<file path="src/rtl/fpu_share_pkg.sv">
// rtl/fpu_share_pkg.sv - shared state encoding and index-width helper for the FPU share arbiter
package fpu_share_pkg;

  typedef enum logic [0:0] {
    IDLE   = 1'b0,
    LOCKED = 1'b1
  } fpu_share_state_e;

  // ceil(log2(n)); 1 for n<=2 so index vectors never collapse to zero width
  function automatic int clog2(input int n);
    int r;
    r = 1;
    while ((1 << r) < n) r++;
    return r;
  endfunction

endpackage

</file>
<file path="src/rtl/fpu_share_rr_sel.sv">
// rtl/fpu_share_rr_sel.sv - round-robin pick of the first eligible requester at or after ptr
module fpu_share_rr_sel
  import fpu_share_pkg::*;
#(
  parameter int NB_REQ = 4,
  parameter int IDX_W  = 2
) (
  input  logic [NB_REQ-1:0] eligible,
  input  logic [IDX_W-1:0]  ptr,
  output logic [IDX_W-1:0]  winner,
  output logic              valid
);

  logic [IDX_W-1:0] cand;

  // Scan from the far end back toward ptr so the closest candidate wins last
  always_comb begin
    winner = '0;
    cand   = '0;
    valid  = |eligible;
    for (int i = NB_REQ - 1; i >= 0; i--) begin
      cand = ptr + IDX_W'(i);
      if (eligible[cand]) winner = cand;
    end
  end

endmodule

</file>
<file path="src/rtl/fpu_share_arbiter.sv">
// rtl/fpu_share_arbiter.sv - shares one FPU among NB_REQ requesters with round-robin and lock-on-stall
// Optional conflict counter perf_conflicts_o enabled by FPU_SHARE_PERF_EN.
module fpu_share_arbiter
  import fpu_share_pkg::*;
#(
  parameter int NB_REQ          = 4,
  parameter int ID_WIDTH        = 9,
  parameter int NB_ARGS         = 3,
  parameter int DATA_WIDTH      = 32,
  parameter int OPCODE_WIDTH    = 6,
  parameter int FLAGS_IN_WIDTH  = 15,
  parameter int FLAGS_OUT_WIDTH = 5,
  parameter int MAX_OUTST       = 4
) (
  input  logic                                               clk,
  input  logic                                               rst,
  input  logic [NB_REQ-1:0]                                  req_i,
  output logic [NB_REQ-1:0]                                  gnt_o,
  input  logic [NB_REQ-1:0][ID_WIDTH-1:0]                    ID_i,
  input  logic [NB_REQ-1:0][NB_ARGS-1:0][DATA_WIDTH-1:0]     operands_i,
  input  logic [NB_REQ-1:0][OPCODE_WIDTH-1:0]                op_i,
  input  logic [NB_REQ-1:0][FLAGS_IN_WIDTH-1:0]              flags_i,
  output logic [NB_REQ-1:0]                                  rvalid_o,
  output logic [DATA_WIDTH-1:0]                              rdata_o,
  output logic [FLAGS_OUT_WIDTH-1:0]                         rflags_o,
  output logic [ID_WIDTH-1:0]                                rID_o,
  output logic                                               fpu_req_o,
  input  logic                                               fpu_gnt_i,
  output logic [ID_WIDTH+clog2(NB_REQ)-1:0]                  fpu_ID_o,
  output logic [NB_ARGS-1:0][DATA_WIDTH-1:0]                 fpu_operands_o,
  output logic [OPCODE_WIDTH-1:0]                            fpu_op_o,
  output logic [FLAGS_IN_WIDTH-1:0]                          fpu_flags_o,
  input  logic                                               fpu_rvalid_i,
  input  logic [DATA_WIDTH-1:0]                              fpu_rdata_i,
  input  logic [FLAGS_OUT_WIDTH-1:0]                         fpu_rflags_i,
`ifdef FPU_SHARE_PERF_EN
  input  logic [ID_WIDTH+clog2(NB_REQ)-1:0]                  fpu_rID_i,
  output logic [31:0]                                        perf_conflicts_o
`else
  input  logic [ID_WIDTH+clog2(NB_REQ)-1:0]                  fpu_rID_i
`endif
);

  localparam int IDX_W = clog2(NB_REQ);
  localparam int OW    = clog2(MAX_OUTST + 1);
  localparam logic [0:0]    ST_IDLE   = IDLE;
  localparam logic [0:0]    ST_LOCKED = LOCKED;
  localparam logic [OW-1:0] MAX_CNT   = OW'(MAX_OUTST);

  logic [0:0]        state;
  logic [IDX_W-1:0]  rr_ptr;
  logic [IDX_W-1:0]  lock_idx;
  logic [IDX_W-1:0]  rr_win;
  logic [IDX_W-1:0]  sel;
  logic [IDX_W-1:0]  rsp_idx;
  logic              rr_valid;
  logic              grant;
  logic              rsp_ok;
  logic [NB_REQ-1:0] eligible;
  logic [NB_REQ-1:0] dec_vec;
  logic [OW-1:0]     outst [NB_REQ];

  always_comb begin
    eligible = '0;
    for (int k = 0; k < NB_REQ; k++) begin
      eligible[k] = req_i[k] && (outst[k] < MAX_CNT);
    end
  end

  fpu_share_rr_sel #(
    .NB_REQ (NB_REQ),
    .IDX_W  (IDX_W)
  ) u_rr_sel (
    .eligible (eligible),
    .ptr      (rr_ptr),
    .winner   (rr_win),
    .valid    (rr_valid)
  );

  // A stalled winner stays selected until the FPU takes it, whatever the other requesters do
  assign sel       = (state == ST_LOCKED) ? lock_idx : rr_win;
  assign fpu_req_o = (state == ST_LOCKED) || rr_valid;
  assign grant     = fpu_req_o && fpu_gnt_i;
  assign gnt_o     = grant ? (NB_REQ'(1) << sel) : '0;

  assign fpu_ID_o       = {sel, ID_i[sel]};
  assign fpu_operands_o = operands_i[sel];
  assign fpu_op_o       = op_i[sel];
  assign fpu_flags_o    = flags_i[sel];

  // Results for a requester with nothing in flight are stale (e.g. issued before reset)
  assign rsp_idx = fpu_rID_i[ID_WIDTH +: IDX_W];
  assign rsp_ok  = fpu_rvalid_i && (outst[rsp_idx] != '0);
  assign dec_vec = rsp_ok ? (NB_REQ'(1) << rsp_idx) : '0;

  always_ff @(posedge clk) begin
    if (rst) begin
      state    <= ST_IDLE;
      lock_idx <= '0;
      rr_ptr   <= '0;
    end else begin
      if (grant) rr_ptr <= sel + IDX_W'(1);
      case (state)
        ST_IDLE: begin
          if (rr_valid && !fpu_gnt_i) begin
            state    <= ST_LOCKED;
            lock_idx <= rr_win;
          end
        end
        ST_LOCKED: begin
          if (fpu_gnt_i) state <= ST_IDLE;
        end
        default: state <= ST_IDLE;
      endcase
    end
  end

  always_ff @(posedge clk) begin
    for (int k = 0; k < NB_REQ; k++) begin
      if (rst) begin
        outst[k] <= '0;
      end else if (gnt_o[k] && !dec_vec[k]) begin
        outst[k] <= outst[k] + OW'(1);
      end else if (!gnt_o[k] && dec_vec[k]) begin
        outst[k] <= outst[k] - OW'(1);
      end
    end
  end

  always_ff @(posedge clk) begin
    if (rst) begin
      rvalid_o <= '0;
      rdata_o  <= '0;
      rflags_o <= '0;
      rID_o    <= '0;
    end else begin
      rvalid_o <= dec_vec;
      if (rsp_ok) begin
        rdata_o  <= fpu_rdata_i;
        rflags_o <= fpu_rflags_i;
        rID_o    <= fpu_rID_i[ID_WIDTH-1:0];
      end
    end
  end

`ifdef FPU_SHARE_PERF_EN
  logic conflict;

  assign conflict = ((state == ST_IDLE) && ((eligible & (eligible - NB_REQ'(1))) != '0)) ||
                    ((state == ST_LOCKED) && !fpu_gnt_i);

  always_ff @(posedge clk) begin
    if (rst) begin
      perf_conflicts_o <= '0;
    end else if (conflict && (perf_conflicts_o != '1)) begin
      perf_conflicts_o <= perf_conflicts_o + 32'd1;
    end
  end
`endif

endmodule

</file>
<file path="config.mk">
export PLATFORM = sky130hd
export DESIGN_NAME = fpu_share_arbiter
export DESIGN_NICKNAME = d
export VERILOG_FILES = /design/src/rtl/fpu_share_pkg.sv /design/src/rtl/fpu_share_rr_sel.sv /design/src/rtl/fpu_share_arbiter.sv
export SDC_FILE = /design/constraint.sdc
export NUM_CORES = 1
export LEC_CHECK = 0
export ABC_AREA = 1
export ABC_CLOCK_PERIOD_IN_PS = 8050
export CORE_AREA = 4 4 287 289
export DETAILED_ROUTE_END_ITERATION = 8
export DIE_AREA = 0 0 291 293
export PLACE_DENSITY = 0.4
export SETUP_SLACK_MARGIN = 0.3
export SYNTH_ARGS = -nofsm -noshare
export SYNTH_HDL_FRONTEND = slang
export SYNTH_HIERARCHICAL = 1
export SYNTH_SLANG_ARGS = --single-unit
export TNS_END_PERCENT = 10
</file>
<file path="constraint.sdc">
create_clock -name clk -period 8.05 [get_ports clk]
set_clock_uncertainty 0.2 [all_clocks]
set_input_delay 1.2075 -clock clk [delete_from_list [all_inputs] [get_ports clk]]
set_output_delay 1.2075 -clock clk [all_outputs]
set_load 0.005 [all_outputs]
</file>
Yosys cells after proc, flatten, opt, wreduce, memory -nomap -nowiden
Memory sizes are Yosys's and may differ from the RTL's.
Cells that the tools add are included.

word-level totals
  word-level logic and storage cells = 132
  memories = 1
  bits of input ports = 560
  memory bits (writable) = 12
  register bits = 55
  output and inout port bits = 183

operators by class
  add/subtract/negate cells = 12
  reduce and logical (&&, ||, !) cells = 28
  shifts and indexed selects = 2
  order comparisons = 9
  multiplexer cells = 64
  bitwise operators = 9

memories
  name   words  width  rd ports  clocked after memory_dff  wr ports  RTL line                 source
  outst  4      3      5         0                         4         fpu_share_arbiter.sv:61  logic [OW-1:0] outst [NB_REQ];

operators with widths
  kind                 count
  $bmux 96 s2          1
  $mux 96              1
  $mux 1               36
  $bmux 15 s2          1
  $mux 3               8
  $bmux 9 s2           1
  $logic_and 1x1->1    15
  $lt 2x3->1 const B   5
  $mux 15              1
  $add 3x1->3 const B  4
  $bmux 6 s2           1
  $lt 3x3->1 const B   4
  $sub 3x1->3 const B  4
  $mux 2               5
  $logic_not 1->1      9
  $mux 9               1
  $bmux 1 s2           4
  $mux 4               2
  $or 1x1->1           8
  $shl 1x2->4 const A  2
  $mux 6               1
  $add 2x1->2 const B  2
  $add 2x2->2 const B  2
  $reduce_or 4->1      1
  other kinds (5)      5

Logic depth before layout (Yosys ltp)
Gate-level depths: netlist of run 1.

  word-level depth = 18
  depth in mapped cells = 25

Cells and area by module
The synthesis of run 1 kept the hierarchy.

modules (own cells, without submodules)
  module             area an instance (um2)  times used  sequential area each (um2)  cells an instance
  fpu_share_arbiter  6,292.3                 1           1,461.4                     1,084
  fpu_share_rr_sel   188.9                   1           0.0                         46

Worst setup path after synthesis of run 1
No wires, ideal clock.

  kind = input -> output
  start point = in req_i[3]
  end point = out gnt_o[1]
  buffers on the path = 2
  arrival = 3.015 ns
  stages on the path = 19
  path slack = 3.628 ns
  cell sequence = inv_1 > nor2_1 > inv_1 > nand2_1 > nand2_1 > nand2_2 > nand2_1 > nand2_1 > nand2_1 > nand2_1 > nand2_1 > inv_1 > o21ai_1 > inv_1 > buf_2 > buf_1 > ha_1 > inv_1 > nor2_1

between the ends
  longest elaborated chain between the ends = 10
  elaborated cells on any way between the ends = 19
  those cells by class = shift (1); mux (14); reduce/logical (4)

RTL lines
  what                          RTL line                 source
  start, declared               fpu_share_arbiter.sv:17  input logic [NB_REQ-1:0] req_i,
  $logic_and 1x1->1 *           fpu_share_arbiter.sv:66  eligible[k] = req_i[k] && (outst[k] < MAX_CNT);
  named net eligible[3]         fpu_share_arbiter.sv:59  logic [NB_REQ-1:0] eligible;
  $bmux 1 s2                    fpu_share_rr_sel.sv:23   if (eligible[cand]) winner = cand;
  $mux 1 (not written as such)  fpu_share_rr_sel.sv:23
  $mux 2 (3 in a row)           fpu_share_rr_sel.sv:23
  $mux 2 *                      fpu_share_rr_sel.sv:23
  named net rr_win[0]           fpu_share_arbiter.sv:53  logic [IDX_W-1:0] rr_win;
  $mux 2 *                      fpu_share_arbiter.sv:81  assign sel = (state == ST_LOCKED) ? lock_idx : rr_win;
  named net fpu_ID_o[9]         fpu_share_arbiter.sv:29  output logic [ID_WIDTH+clog2(NB_REQ)-1:0] fpu_ID_o,
  $shl 1x2->4 *                 fpu_share_arbiter.sv:84  assign gnt_o = grant ? (NB_REQ'(1) << sel) : '0;
  $mux 4 *                      fpu_share_arbiter.sv:84
  end, declared                 fpu_share_arbiter.sv:18  output logic [NB_REQ-1:0] gnt_o,

Mark *: on every way through the listed nets, which the timed path passes. The rest lies on a longest branch. The select of a mux whose other input is x is not followed.

Worst setup path in the final report of run 1
  start point = in req_i[3]
  end point = out fpu_flags_o[0]

between the ends
  longest elaborated chain between the ends = 10
  elaborated cells on any way between the ends = 16
  those cells by class = mux (15); reduce/logical (1)

RTL lines
  what                             RTL line                 source
  $logic_and 1x1->1 *              fpu_share_arbiter.sv:66
  named net eligible[3]            fpu_share_arbiter.sv:59
  $bmux 1 s2                       fpu_share_rr_sel.sv:23
  $mux 1 (not written as such)     fpu_share_rr_sel.sv:23
  $mux 2 (3 in a row)              fpu_share_rr_sel.sv:23
  $mux 2 *                         fpu_share_rr_sel.sv:23
  named net rr_win[0]              fpu_share_arbiter.sv:53
  $mux 2 *                         fpu_share_arbiter.sv:81
  $bmux 15 s2 *                    fpu_share_arbiter.sv:89  assign fpu_flags_o = flags_i[sel];
  $mux 15 (not written as such) *  fpu_share_arbiter.sv:89
  end, declared                    fpu_share_arbiter.sv:32  output logic [FLAGS_IN_WIDTH-1:0] fpu_flags_o,

Marked as above.

==> results.tsv, run 1 <==
metric	value	unit
clock_path_buffers	2	
hold_start	lock_idx[1]	
cts_setup_buffers	0	
min_path_cells	2	
grt_pass1_vias	11600	
outcome	finished clean	
hold_end	lock_idx[1]	
maxCapViolCount	0	
syn_nets	1701	
path_class	input pin to primary output	
hold_viol_final	0	
crit_arrival	5.07	ns
dpl_cell_area	0.0150	mm2
cp.required	6.64	ns
final_nets	2372	
max_stage_delay	0.62	ns
grt-ovfl-total	0	
area_growth	136	%
h-tree-depth	3	
seq_area_frac_synth	22.5	%
rsz0062_at_grt	no	
cp_common_cell	nand2_1	
ir_drop	159	uV
worstReg2RegEnd	outst[2][2]	
synth.distinct_cells	27	
synth-seq-cells	67	
synthCells	1130	
insertion_delay	0.37	ns
netlist_area	0.00648	mm2
cts.repair.resized	0	
path_clk_slew	0.06	ns
power_density	252	mW/mm2
rrSetupSlack	3.88	ns
numCtsBuffers	9	
postRouteAntennaNets	0	
cts_root_buf	clkbuf_16	
final_common_cell	clkdlybuf4s50_1	
final-setup-viol-count	0	
cts.sinks	67	
leakage	0.00552	uW
slowest_stage	clkdlybuf4s50_1	
numPortBuffers	742	
ios	743	
grt_start_max_net_pins	119	
wl_per_cell	19.9	um
hold_path.class	register to register	
ys_warn_count	6	
grtUsageTotal	12.4	%
dr_total_vias	10900	
cts_hold_buf	0	
crit_chain	clkdlybuf4s50_1, inv_1, nor2_1, inv_1, nand2_1, nand2_1, nand2_2, nand2_1, nand2_1, nand2_1, nand2_1, nand2_1, inv_1, o21ai_4, inv_6, buf_4, o21ai_0, o22ai_1, clkdlybuf4s50_1	
finalCritPeriodShare	80.4	%
cts_tree	done	
core_area	0.0799	mm2
syn-mean-instance-area	5.74	um2
die_w	291	um
post-route-drc-count	0	
num-fill-cells	9121	
fmax	154	MHz
core.rowCount	104	
hold_slack	0.260	ns
first_iter_violations	591	
routed_wl	57.0	mm
layout_common_cells	742 x clkdlybuf4s50_1, 367 x nor2_1, 297 x o21ai_0	
worst_slew_pin_slew	0.843	ns
gp_congestion	0.948	
timing.critical_path.from_type	input pin	
die_area	0.0853	mm2
worst-r2r-cell-count	20	
die_y	293	um
critPathMaxFanout	89	
r2r_start	outst[3][2]	
postLayoutCellArea	0.0153	mm2
finalCriticalPeriod	6.48	ns
start_util	8.11	%
endpoint_kind	primary output	
grt_pass1_wl	79.7	mm
maxSlewHeadroom	43.7	%
routed_via_density	3.81	
slew_viol_final	0	
first_pass_iters	5	
drive_above_1_share	2.71	%
fin_setup_tns	0	ns
antenna_found_initial	9	
dp.final_hpwl	46.9	mm
==> layout make-up <==
class | count | area, um2 | share of cell area (%)
Clock buffer | 9 | 225 | 1.47
Sequential cell | 67 | 1460 | 9.56
Antenna cell | 6 | 15.0 | 0.0983
Multi-Input combinational cell | 922 | 4430 | 29.0
Inverter | 42 | 164 | 1.07
Clock inverter | 7 | 76.3 | 0.500
Tap cell | 1060 | 1330 | 8.68
Timing Repair Buffer | 759 | 7580 | 49.6
==> sequential cells by signal, summed over array words and instances, names as in the netlist <==
| signal | count |
|---|---|
| rdata_o | 32 |
| outst | 12 |
| rID_o | 9 |
| rflags_o | 5 |
| rvalid_o | 4 |
| lock_idx | 2 |
| rr_ptr | 2 |
| state | 1 |
==> per-stage QoR <==
stage	instances	util (%)	setup slack (ns)	total power, uW
after floorplan	1130	-	3.63	1690
after detailed placement	2850	18.7	1.60	3470
final	2872	19.1	1.57	3860
after global routing	2867	19.1	1.34	4160
after global placement	2850	18.7	1.53	3480
after CTS	2866	19.1	1.58	3920
==> cell families after synthesis <==
group | share of synthesized area [%]
buffers and inverters | 9.42
and+or+nand+nor | 28.7
DFF | 22.5
xor gates and xnor gates | 0.946
AOI/OAI and AO/OA | 36.1
adders and majority gates | 2.24
==> worst max-delay path by stage <==
| stage | from | endpoint | depth (start not counted) |
|---|---|---|---|
| after floorplan | req_i[3] | gnt_o[1] | 19 |
| after global placement | req_i[3] | fpu_flags_o[13] | 19 |
| after detailed placement | req_i[3] | fpu_flags_o[13] | 19 |
| after CTS | req_i[3] | fpu_flags_o[13] | 19 |
| after global routing | req_i[3] | fpu_flags_o[0] | 19 |
| final | req_i[3] | fpu_flags_o[0] | 19 |
==> critical path, delay by kind of cell <==
kind | cells | cell delay [ns]
buffers and inverters | 7 | 2.30
AO/OA/AOI/OAI | 3 | 0.77
AND/OR/NAND/NOR | 9 | 0.68
==> per-layer routing <==
layer	wire (um)	part of all wire [%]	global-route usage (%)
met4	1340	2.3	3.15
met3	4180	7.3	3.38
met2	28600	50	22.3
met1	22900	40	14.5
met5	35	0.061	0
==> Yosys cell counts (all sizes together) <==
library cell	n	area, um2
o22ai	126	788
xor2	7	61.3
nand4	11	83.8
nand2	61	234
nand3b	4	30.0
dfxtp	55	1100
nor2	373	1420
fa	1	20.0
a21oi	5	25.0
clkinv	1	3.75
inv	41	154
o21ai	305	1530
ha	10	125
edfxtp	12	360
nor3	1	5.00
buf	47	258
nand3	18	90.1
clkbuf	52	195
==> power by group <==
part | internal, uW | total, uW | leakage (uW) | switching [uW]
Sequential | 390 | 419 | 0.000580 | 28.9
Combinational | 1440 | 3020 | 0.00479 | 1580
Clock | 221 | 416 | 0.000150 | 195
Total | 2050 | 3860 | 0.00552 | 1800
Note: power is estimated with default switching activity, not from simulation.
==> run 2, diff against run 1 <==
Settings changed: ABC_CLOCK_PERIOD_IN_PS 8050 to 5550, CORE_AREA 4 4 287 289 to 4 4 288 290, DIE_AREA 0 0 291 293 to 0 0 292 294, PLACE_DENSITY 0.4 to 0.41.
Clock period 8.05 ns to 5.55 ns, I/O delays scaled along.
==> run 2 against run 1 <==
  * Combinational power grew 50%
  * Via count grew 0.66%
  * Core utilization grew 0.24 points
  * Total power grew 50%
  * Global-route usage shrank 0.45 points
  * Critical endpoint is now fpu_operands_o[49]
  * Largest power group unchanged
==> results.tsv, run 2 (synthesis gave the netlist of run 1 again) <==
metric	value	unit
maxSlewHeadroom	43.2	%
first_pass_iters	5	
cp.required	4.52	ns
endpoint_kind	primary output	
setup_ws	0.548	ns
first_iter_violations	609	
core.rowCount	104	
path_clk_slew	0.06	ns
slowest_stage	clkdlybuf4s50_1	
antenna_found_initial	11	
numCtsBuffers	9	
max_stage_delay	0.58	ns
path_buf_inv	8	
grt_pass1_wl	77.7	mm
die_w	292	um
maxCapViolCount	0	
crit_chain	clkdlybuf4s50_1, inv_1, nor2_1, inv_1, nand2_1, nand3_1, nand2_1, inv_1, nand2_1, nand2_1, nand2_1, inv_1, o21ai_4, buf_12, buf_4, o21ai_0, o22ai_1, clkdlybuf4s50_1	
final-setup-viol-count	0	
slew_viol_final	0	
final_core_util	19.4	%
hold_start	lock_idx[1]	
path_class	input pin to primary output	
start_util	8.07	%
cts_root_buf	clkbuf_16	
cp_common_cell	nand2_1	
h-tree-depth	3	
core_area	0.0803	mm2
drive_above_1_share	3.78	%
top_regs	rdata_o: 32 flops, outst: 12 flops, rID_o: 9 flops	
layout_common_cells	742 x clkdlybuf4s50_1, 367 x nor2_1, 297 x o21ai_0	
ir_drop	150	uV
crit_arrival	3.97	ns
gp_congestion	0.983	
final_common_cell	clkdlybuf4s50_1	
power_density	372	mW/mm2
cts_setup_buffers	0	
worst_slew_pin_slew	0.850	ns
numPortBuffers	742	
die_area	0.0858	mm2
timing.critical_path.from_type	input pin	
cp_top_family	buffers and inverters	
largest_register_ffs	32	
grt_start_max_net_pins	101	
cts.sinks	67	
final_nets	2391	
postRouteAntennaNets	0	
hold_viol_final	0	
grtUsageTotal	11.9	%
outcome	finished clean	
ios	743	
wl_per_cell	19.2	um
critPathMaxFanout	27	
dp.final_hpwl	46.2	mm
hold_path.class	register to register	
area_growth	140	%
insertion_delay	0.35	ns
finalCritPeriodShare	90.1	%
grt_pass1_vias	11500	
grt-ovfl-total	0	
rsz0062_at_grt	no	
post-route-drc-count	0	
clock_path_buffers	2	
dr_total_vias	11000	
die_y	294	um
post-place-ws	0.525	ns
routed_via_density	3.81	
routed_wl	55.5	mm
finalCriticalPeriod	5.00	ns
largest-register	rdata_o	
fmax	200	MHz
leakage	0.00567	uW
startpoint	req_i[3]	
fin_setup_tns	0	ns
cts_tree	done	
r2r_start	outst[3][2]	
run 2: power breakdown:
part | internal [uW] | total, uW | switching [uW]
logic | 2240 | 4530 | 2290
registers | 566 | 608 | 42.7
clock network | 401 | 648 | 246
run 2: through the flow:
stage	hold slack [ns]	std cells	total power, uW	area, um2
4_1_cts	0.258	2885	5860	15500
5_1_grt	0.274	2887	6240	15500
6_report	0.255	2891	5780	15500
3_5_place_dp	0.249	2869	5150	15200
2_1_floorplan	0.229	1130	2450	6480
3_3_place_gp	0.243	2869	5180	15200
run 2: final cells by class:
cell class / instances / area [um2]
inverter: 42 / 165
tap: 1060 / 1330
antenna: 6 / 15.0
timing repair buffer: 778 / 7810
fill: 9047 / 64700
clock inverter: 7 / 104
sequential: 67 / 1460
multi-input combinational: 922 / 4440
clock buffer: 9 / 225
run 2: final timing paths:
check / to / slack (ns) / depth (start not counted)
min: lock_idx[1] / 0.25 / 2
min reg2reg: lock_idx[1] / 0.25 / 2
max reg2reg: outst[2][2] / 1.74 / 19
max: fpu_operands_o[49] / 0.55 / 18
run 2: what timing repair did:
| action | 4_1_cts | 5_1_grt |
|---|---|---|
| setup endpoints to repair | 0 | 1 |
| hold buffers | 0 | 0 |
| gates resized for setup | 0 | 1 |
run 2: tightest hold or removal path: cells and delay by family, from the launching register on:
family | cells | cell delay, ns
AOI/OAI and AO/OA | 1 | 0.06
DFF | 1 | 0.29
buffers and inverters | 1 | 0.06
run 2: per-layer routing:
layer / track usage, % / part of all wire, % / up-vias
li1: - / - / 5281
met1: 14.5 / 41 / 5098
met2: 20.9 / 49 / 564
met3: 3.21 / 8.2 / 59
met4: 2.73 / 1.9 / 10
met5: 0 / 0.11 / -
